<file path="config.mk">
export PLATFORM = sky130hd
export DESIGN_NAME = riscv_dtm_dmi_flat
export DESIGN_NICKNAME = d
export VERILOG_FILES = /design/src/rtl/riscv_dtm_dmi_if.sv /design/src/rtl/riscv_dtm_dmi.sv /design/src/flat_wrapper.sv
export SDC_FILE = /design/constraint.sdc
export NUM_CORES = 1
export LEC_CHECK = 0
export CORE_MARGIN = 5
export CORE_UTILIZATION = 42
export CTS_CLUSTER_DIAMETER = 120
export DETAILED_ROUTE_END_ITERATION = 6
export PLACE_DENSITY_LB_ADDON = 0.2
export SYNTH_ARGS = -nofsm -noshare
export SYNTH_HDL_FRONTEND = slang
export SYNTH_SLANG_ARGS = --single-unit
</file>
<file path="constraint.sdc">
create_clock -name tck_i -period 2 [get_ports tck_i]
set_input_delay 0.2 -clock tck_i [delete_from_list [all_inputs] [get_ports tck_i]]
set_output_delay 0.2 -clock tck_i [all_outputs]
set_load 0.01 [all_outputs]
</file>
<file path="src/rtl/riscv_dtm_dmi_if.sv">
`default_nettype none
// ============================================================================
// riscv_dtm_dmi_if : DMI request/response bus between a DTM and a Debug Module
// Rev 1.0
// ============================================================================
interface riscv_dtm_dmi_if #(
  parameter int ABITS = 7
) ();
  logic             dmi_req_valid_o;
  logic             dmi_req_ready_i;
  logic [ABITS-1:0] dmi_req_addr_o;
  logic [31:0]      dmi_req_data_o;
  logic [1:0]       dmi_req_op_o;
  logic             dmi_rsp_valid_i;
  logic             dmi_rsp_ready_o;
  logic [31:0]      dmi_rsp_data_i;
  logic [1:0]       dmi_rsp_op_i;

  modport master (
    output dmi_req_valid_o, dmi_req_addr_o, dmi_req_data_o, dmi_req_op_o, dmi_rsp_ready_o,
    input  dmi_req_ready_i, dmi_rsp_valid_i, dmi_rsp_data_i, dmi_rsp_op_i
  );

  modport slave (
    input  dmi_req_valid_o, dmi_req_addr_o, dmi_req_data_o, dmi_req_op_o, dmi_rsp_ready_o,
    output dmi_req_ready_i, dmi_rsp_valid_i, dmi_rsp_data_i, dmi_rsp_op_i
  );
endinterface
`default_nettype wire

</file>
<file path="src/rtl/riscv_dtm_dmi.sv">
`default_nettype none
// ============================================================================
// riscv_dtm_dmi : JTAG DTM driving a DMI req/rsp handshake with sticky status.
// Optional macro RISCV_DTM_TIMEOUT_EN adds a response timeout.   Rev 1.0
// ============================================================================
module riscv_dtm_dmi #(
  parameter logic [31:0] IDCODE      = 32'h1DEAD3FF,
  parameter int          ABITS       = 7,
  parameter int          IDLE_CYCLES = 1,
  parameter int          IR_LEN      = 5,
  parameter int          TIMEOUT     = 255
) (
  input  logic              tck_i,
  input  logic              rst_i,
  input  logic              tdi_i,
  output logic              tdo_o,
  input  logic              capture_dr_i,
  input  logic              shift_dr_i,
  input  logic              update_dr_i,
  input  logic [IR_LEN-1:0] ir_i,
  riscv_dtm_dmi_if.master   dmi
);

  localparam int                DMI_W     = ABITS + 34;
  localparam logic [IR_LEN-1:0] IR_IDCODE = IR_LEN'(1);
  localparam logic [IR_LEN-1:0] IR_DTMCS  = IR_LEN'(16);
  localparam logic [IR_LEN-1:0] IR_DMI    = IR_LEN'(17);

  typedef enum logic [1:0] {
    IDLE = 2'd0,
    REQ  = 2'd1,
    RSP  = 2'd2
  } state_t;

  state_t           state;
  state_t           state_nxt;
  logic [1:0]       sticky;
  logic [1:0]       sticky_set;
  logic [ABITS-1:0] last_addr;
  logic [ABITS-1:0] req_addr;
  logic [31:0]      req_data;
  logic [1:0]       req_op;
  logic [31:0]      rsp_data;
  logic             req_valid;
  logic             rsp_ready;
  logic [31:0]      idcode_sr;
  logic [31:0]      dtmcs_sr;
  logic [DMI_W-1:0] dmi_sr;
  logic             bypass_sr;

  logic             sel_idcode;
  logic             sel_dtmcs;
  logic             sel_dmi;
  logic             hardreset;
  logic             dmireset;
  logic             load_req;
  logic             rsp_take;
  logic             timeout_hit;
  logic [1:0]       dmi_status;
  logic [ABITS-1:0] upd_addr;
  logic [31:0]      upd_data;
  logic [1:0]       upd_op;

  assign sel_idcode = (ir_i == IR_IDCODE);
  assign sel_dtmcs  = (ir_i == IR_DTMCS);
  assign sel_dmi    = (ir_i == IR_DMI);

  assign hardreset  = update_dr_i && sel_dtmcs && dtmcs_sr[17];
  assign dmireset   = update_dr_i && sel_dtmcs && dtmcs_sr[16];

  assign upd_addr   = dmi_sr[DMI_W-1:34];
  assign upd_data   = dmi_sr[33:2];
  assign upd_op     = dmi_sr[1:0];

  // Sticky error dominates; otherwise an access still in flight reads as busy.
  assign dmi_status = (sticky != 2'd0) ? sticky : ((state != IDLE) ? 2'd3 : 2'd0);

  // A response landing on the hardreset edge is discarded.
  assign rsp_take   = (state == RSP) && dmi.dmi_rsp_valid_i && !hardreset;

`ifdef RISCV_DTM_TIMEOUT_EN
  localparam int CNT_W = (TIMEOUT > 255) ? 16 : 8;
  logic [CNT_W-1:0] tmo_cnt;

  always_ff @(posedge tck_i) begin
    if (rst_i || (state_nxt != state)) begin
      tmo_cnt <= '0;
    end else if (state != IDLE) begin
      tmo_cnt <= tmo_cnt + CNT_W'(1);
    end
  end

  assign timeout_hit = (state != IDLE) && (tmo_cnt == CNT_W'(TIMEOUT - 1));
`else
  logic unused_timeout;
  assign unused_timeout = |TIMEOUT;
  assign timeout_hit    = 1'b0;
`endif

  always_comb begin
    state_nxt  = state;
    sticky_set = 2'd0;
    load_req   = 1'b0;
    case (state)
      REQ: begin
        if (dmi.dmi_req_ready_i) state_nxt = RSP;
      end
      RSP: begin
        if (dmi.dmi_rsp_valid_i) begin
          state_nxt = IDLE;
          if (dmi.dmi_rsp_op_i == 2'd2)      sticky_set = 2'd2;
          else if (dmi.dmi_rsp_op_i != 2'd0) sticky_set = 2'd3;
        end
      end
      default: ;
    endcase
    if (timeout_hit && !((state == RSP) && dmi.dmi_rsp_valid_i)) begin
      state_nxt  = IDLE;
      sticky_set = 2'd2;
    end
    if (capture_dr_i && sel_dmi && (state != IDLE) && (sticky_set == 2'd0)) begin
      sticky_set = 2'd3;
    end
    if (update_dr_i && sel_dmi && (sticky == 2'd0)) begin
      if (state != IDLE) begin
        if (sticky_set == 2'd0) sticky_set = 2'd3;
      end else if ((upd_op == 2'd1) || (upd_op == 2'd2)) begin
        load_req  = 1'b1;
        state_nxt = REQ;
      end
    end
    if (hardreset) begin
      state_nxt = IDLE;
      load_req  = 1'b0;
    end
  end

  // Handshake outputs are registered copies of the next state: no combinational valid path.
  always_ff @(posedge tck_i) begin
    if (rst_i) begin
      state     <= IDLE;
      req_valid <= 1'b0;
      rsp_ready <= 1'b0;
      req_addr  <= '0;
      req_data  <= '0;
      req_op    <= '0;
      last_addr <= '0;
      rsp_data  <= '0;
    end else begin
      state     <= state_nxt;
      req_valid <= (state_nxt == REQ);
      rsp_ready <= (state_nxt != REQ);
      if (load_req) begin
        req_addr  <= upd_addr;
        req_data  <= upd_data;
        req_op    <= upd_op;
        last_addr <= upd_addr;
      end
      if (rsp_take && (dmi.dmi_rsp_op_i == 2'd0) && (req_op == 2'd1)) begin
        rsp_data <= dmi.dmi_rsp_data_i;
      end
    end
  end

  // First error wins; clears take precedence over any same-edge error.
  always_ff @(posedge tck_i) begin
    if (rst_i) begin
      sticky <= 2'd0;
    end else if (hardreset || dmireset) begin
      sticky <= 2'd0;
    end else if (sticky == 2'd0) begin
      sticky <= sticky_set;
    end
  end

  always_ff @(posedge tck_i) begin
    if (rst_i) begin
      idcode_sr <= IDCODE;
      dtmcs_sr  <= '0;
      dmi_sr    <= '0;
      bypass_sr <= 1'b0;
    end else if (capture_dr_i) begin
      if (sel_idcode)     idcode_sr <= IDCODE;
      else if (sel_dtmcs) dtmcs_sr  <= {14'b0, 2'b0, 1'b0, 3'(IDLE_CYCLES), sticky, 6'(ABITS), 4'd1};
      else if (sel_dmi)   dmi_sr    <= {last_addr, rsp_data, dmi_status};
      else                bypass_sr <= 1'b0;
    end else if (shift_dr_i) begin
      if (sel_idcode)     idcode_sr <= {tdi_i, idcode_sr[31:1]};
      else if (sel_dtmcs) dtmcs_sr  <= {tdi_i, dtmcs_sr[31:1]};
      else if (sel_dmi)   dmi_sr    <= {tdi_i, dmi_sr[DMI_W-1:1]};
      else                bypass_sr <= tdi_i;
    end
  end

  always_comb begin
    tdo_o = bypass_sr;
    if (sel_idcode)     tdo_o = idcode_sr[0];
    else if (sel_dtmcs) tdo_o = dtmcs_sr[0];
    else if (sel_dmi)   tdo_o = dmi_sr[0];
  end

  assign dmi.dmi_req_valid_o = req_valid;
  assign dmi.dmi_req_addr_o  = req_addr;
  assign dmi.dmi_req_data_o  = req_data;
  assign dmi.dmi_req_op_o    = req_op;
  assign dmi.dmi_rsp_ready_o = rsp_ready;

endmodule
`default_nettype wire

</file>
<file path="src/flat_wrapper.sv">
// flat-port wrapper written by rule: the top's interface ports become plain ports
module riscv_dtm_dmi_flat 
#(
  parameter logic [31:0] IDCODE      = 32'h1DEAD3FF,
  parameter int          ABITS       = 7,
  parameter int          IDLE_CYCLES = 1,
  parameter int          IR_LEN      = 5,
  parameter int          TIMEOUT     = 255
)
  (tck_i, rst_i, tdi_i, tdo_o, capture_dr_i, shift_dr_i, update_dr_i, ir_i, dmi_dmi_req_valid_o, dmi_dmi_req_addr_o, dmi_dmi_req_data_o, dmi_dmi_req_op_o, dmi_dmi_rsp_ready_o, dmi_dmi_req_ready_i, dmi_dmi_rsp_valid_i, dmi_dmi_rsp_data_i, dmi_dmi_rsp_op_i);
  riscv_dtm_dmi_if #(.ABITS(ABITS)) dmi_i ();
  input  logic tck_i;
  input  logic rst_i;
  input  logic tdi_i;
  output logic tdo_o;
  input  logic capture_dr_i;
  input  logic shift_dr_i;
  input  logic update_dr_i;
  input  logic [IR_LEN-1:0] ir_i;
  output wire logic [$bits(dmi_i.dmi_req_valid_o)-1:0] dmi_dmi_req_valid_o;
  output wire logic [$bits(dmi_i.dmi_req_addr_o)-1:0] dmi_dmi_req_addr_o;
  output wire logic [$bits(dmi_i.dmi_req_data_o)-1:0] dmi_dmi_req_data_o;
  output wire logic [$bits(dmi_i.dmi_req_op_o)-1:0] dmi_dmi_req_op_o;
  output wire logic [$bits(dmi_i.dmi_rsp_ready_o)-1:0] dmi_dmi_rsp_ready_o;
  input wire logic [$bits(dmi_i.dmi_req_ready_i)-1:0] dmi_dmi_req_ready_i;
  input wire logic [$bits(dmi_i.dmi_rsp_valid_i)-1:0] dmi_dmi_rsp_valid_i;
  input wire logic [$bits(dmi_i.dmi_rsp_data_i)-1:0] dmi_dmi_rsp_data_i;
  input wire logic [$bits(dmi_i.dmi_rsp_op_i)-1:0] dmi_dmi_rsp_op_i;
  assign dmi_dmi_req_valid_o = dmi_i.dmi_req_valid_o;
  assign dmi_dmi_req_addr_o = dmi_i.dmi_req_addr_o;
  assign dmi_dmi_req_data_o = dmi_i.dmi_req_data_o;
  assign dmi_dmi_req_op_o = dmi_i.dmi_req_op_o;
  assign dmi_dmi_rsp_ready_o = dmi_i.dmi_rsp_ready_o;
  assign dmi_i.dmi_req_ready_i = dmi_dmi_req_ready_i;
  assign dmi_i.dmi_rsp_valid_i = dmi_dmi_rsp_valid_i;
  assign dmi_i.dmi_rsp_data_i = dmi_dmi_rsp_data_i;
  assign dmi_i.dmi_rsp_op_i = dmi_dmi_rsp_op_i;
  riscv_dtm_dmi #(.IDCODE(IDCODE), .ABITS(ABITS), .IDLE_CYCLES(IDLE_CYCLES), .IR_LEN(IR_LEN), .TIMEOUT(TIMEOUT)) u_core (.tck_i(tck_i), .rst_i(rst_i), .tdi_i(tdi_i), .tdo_o(tdo_o), .capture_dr_i(capture_dr_i), .shift_dr_i(shift_dr_i), .update_dr_i(update_dr_i), .ir_i(ir_i), .dmi(dmi_i));
endmodule
</file>
==> out/metrics.sh <==
IOS=91
CTS_TREE='done'
POWERDENSITY_nW_PER_UM2=784
ACHIEVABLE-FREQUENCY_MHz=499
ANTENNA_VIOLATING_NETS_POST_ROUTE=0
FIRST_GLOBAL_VIAS=5893
CTS_MADE_BUFFERS=17
YOSYS.AREA.TOP_TYPE='dfxtp_1'
R2R-START='u_core.state[0]'
DETAIL_ROUTE.WL_PER_CELL_UM=15.8
WORST_EP_REQUIRED_TIME_PS=2290
CTS-HTREE-LEVELS=4
OUTCOME='finished, violations left'
POST_ROUTE_MINIMUM_PERIOD_PS=2000
POSTSYNTHNETCOUNT=915
WORST_SETUP_PATH_START_KIND='flip-flop'
SYNTHTOPCELLSBYAREA='dfxtp_1, a21oi_1, nand2_1'
FIN_WS_PS=-4.47
SYNTHESIS.AREA_UM2=7540
REPORT.FINAL.SETUP_VIOL=4
DR_TOTAL_VIAS=6194
ROWS=49
FINAL.SETUP_SKEW_PS=11.1
DETAIL_ROUTE.ITER0.VIOLATIONS=445
DIE_WIDTH_UM=144
TIMING.HOLD.WORST.CLASS='in -> reg'
WORST-R2R-SETUP-SLACK_PS=-4
HOLD-PATH-CELL-COUNT=2
CP-STARTPOINT='u_core.state[0]'
GLOBALROUTEOVERFLOWTOTAL=0
DRT_WL_TOTAL_MM=18.8
FP.DIEAREA_UM2=20700
CORE_AREA_UM2=17800
YOSYS-TOP-CELLS-COUNT='dfxtp_1, nand2_1, a21oi_1, nor2_1, clkbuf_1'
CTS-HOLD-FIX-BUFFERS=0
N_ANTENNA_CELL=0
PLACE.PORT_BUFFERS=90
WORST_CASE_CLOCK_BUFFER_DEPTH=2
WORST-SETUP-PATH-TYPE='reg -> reg'
TIMING.CRITICAL_PATH.CELLS='inv_2, ha_4, or4bb_4, or4_4, clkbuf_16, nand2_1, a21oi_1'
TOTAL_LEAKAGE_POWER_nW=3.38
MIN-DELAY-START='rst_i'
NUMBER_OF_ANTENNA_VIOLATIONS_AT_THE_FIRST_CHECK_IN_GLOBAL_ROUTING=0
SYNTH_FLOP_CELL='dfxtp_1'
NETS=998
CRIT_PATH_MAX_INCR_DELAY_PS=540
TIMING.MAX_SLEW.REL_SLACK_PCT=68.2
VIAS_PER_CELL=5.21
POST_SYNTH_INST_COUNT=865
TRANSITION_TIME_AT_THE_PIN_WITH_THE_LEAST_SLEW_MARGIN_PS=478
SYNTHMOSTINSTANTIATEDCELL='dfxtp_1'
CP.ARRIVAL_PS=2300
YOSYSWARNINGS=0
GRT_PASS1_WL_MM=29.2
SYNTH.AVG_CELL_AREA_UM2=8.72
FINAL_HOLD_VIOL_COUNT=0
TIMING.RR.END='u_core.dmi.dmi_req_data_o[13]'
VIOLATIONS_IN_THE_FINAL_REPORTS='negative setup slack'
INITIAL_UTILIZATION_PCT=42.3
CTSROOTBUFFERMASTER='clkbuf_16'
SYNTH_SEQ_AREA_SHARE_PCT=49.1
SYNTH_TOP_AREA_SHARE_PCT=49.1
LAYOUT-AREA-OVERHEAD-VS-SYNTH_PCT=30.2
NUMCLOCKSINKS=185
CLK-INSERTION-DELAY-LATE_PS=430
WORST_IR_DROP_VDD_mV=0.655
ASYNC_RESET_FF_SHARE_PCT=0
REPORT.FINAL.SLEW_VIOL_COUNT=0
POSTSYNTHREGISTERBITS=185
GP_CONGESTION=0.764
CP_MAX_FO=10
WHS_PS=137
TRACK_USAGE_PCT=17.3
DIE_HEIGHT_UM=144
DPL_WORST_SLACK_PS=-254
CP_SLOWEST_CELL='or4_4'
POST-ROUTE-PERIOD-UTIL_PCT=100
POST_SYNTH_EDFFS=0
LAYOUT-DRIVE-GT1-SHARE_PCT=13.6
YOSYS.CELL_TYPES.COUNT=41
DP_HPWL_MM=10.8
DETAIL_ROUTE.DRC_VIOLATIONS=0
LARGEST_NET_DEGREE_AT_THE_START_OF_GLOBAL_ROUTING=95
R2R_CELLS=7
FIRST_PASS_ITERS=4
CTS.CLK_SLEW.WORST_PATHS_PS=70
RSZ0062_AT_GRT='yes'
CRITICAL_PATH.ENDPOINT_TYPE='flip-flop'
MIN_DELAY_WORST_ENDPOINT='u_core.idcode_sr[16]'
TIMING.MAX_CAP.VIOLATIONS=0
## final cells by class
class                           count  area [um2]
Clock buffer                       21         470
Clock inverter                      9         163
Fill cell                        1645        8010
Inverter                            4        15.0
Multi-Input combinational cell    599        3560
Sequential cell                   185        3700
Tap cell                          229         287
Timing Repair Buffer              141        1630
## kinds of logic after synthesis
family / Yosys count / share of synthesized area [%]
AND/OR/NAND/NOR: 329 / 22.3
buffers and inverters: 81 / 5.14
XOR/XNOR: 1 / 0.116
flip-flops: 185 / 49.1
AO/OA/AOI/OAI: 225 / 17.5
multiplexers: 41 / 5.44
adder cells (fa/ha/maj): 3 / 0.498
## critical path: cells and delay by family (launching register included)
kind | cells | cell delay (ps)
DFF | 1 | 320
AOI/OAI and AO/OA | 1 | 60
adders and majority gates | 1 | 140
buffers and inverters | 2 | 290
and+or+nand+nor | 3 | 1060
## where the power goes
group / internal [W] / leakage, nW / switching (W)
Combinational: 0.000187 / 1.58 / 0.000193
Sequential: 0.00370 / 1.49 / 0.0000158
Clock: 0.00220 / 0.307 / 0.00141
## stage by stage
stage / setup TNS, ps / std cells / power [W] / utilization [%] / cell area [um2]
floorplan: 0 / 865 / 0.00400 / - / 7560
global placement: -26730 / 1149 / 0.00418 / 50.1 / 8930
detailed placement: -31230 / 1149 / 0.00418 / 50.1 / 8930
CTS: 0 / 1180 / 0.00779 / 53.7 / 9590
global route: -1970 / 1188 / 0.00798 / 55.1 / 9830
finish: -8.15 / 1188 / 0.00771 / 55.1 / 9830
## worst max-delay path by stage
stage	endpoint	slack, ps	depth (start not counted)
finish	u_core.dmi.dmi_req_data_o[13]	-4	7
global route	u_core.dmi.dmi_req_data_o[30]	-70	7
CTS	u_core.dmi.dmi_req_data_o[6]	10	7
detailed placement	u_core.idcode_sr[21]	-250	6
global placement	tdo_o	-240	6
floorplan	u_core.dmi.dmi_req_data_o[31]	40	8
## cells in the final DEF, fill, tap and decap left out, drive strengths merged, types with 7 or more instances in the layout
cell type / n
a21oi: 115
nand3b: 34
clkbuf: 26
mux2i: 41
nand2: 122
o21bai: 22
nand3: 34
nor3: 41
dfxtp: 185
inv: 7
o21ai: 34
clkdlybuf4s50: 85
nor2: 74
buf: 48
a211oi: 42
## routing by layer
layer  vias up  wire length (um)  GRT usage (%)
met5         -                 0              0
met4         0               213           6.29
met3        18               655           3.34
met2        84              8690           26.3
met1      2905              9220           24.6
li1       3187                 -              -
## state kept, by name (all words and copies together) (netlist names)
name	flops
u_core.dmi.dmi_req_data_o	32
u_core.bypass_sr	1
u_core.dmi.dmi_req_valid_o	1
u_core.dmi.dmi_rsp_ready_o	1
u_core.idcode_sr	32
u_core.rsp_data	32
u_core.dtmcs_sr	32
u_core.dmi.dmi_req_op_o	2
u_core.last_addr	7
u_core.dmi_sr	41
u_core.sticky	2
u_core.state	2
## timing repair
item / CTS / global route
buffers inserted: 1 / 1
resized for setup: 4 / 24
pin swaps: 1 / 6
gates cloned: 0 / 7
endpoints found under the setup margin: 1 / 52
Note: power is estimated with default switching activity, not from simulation.
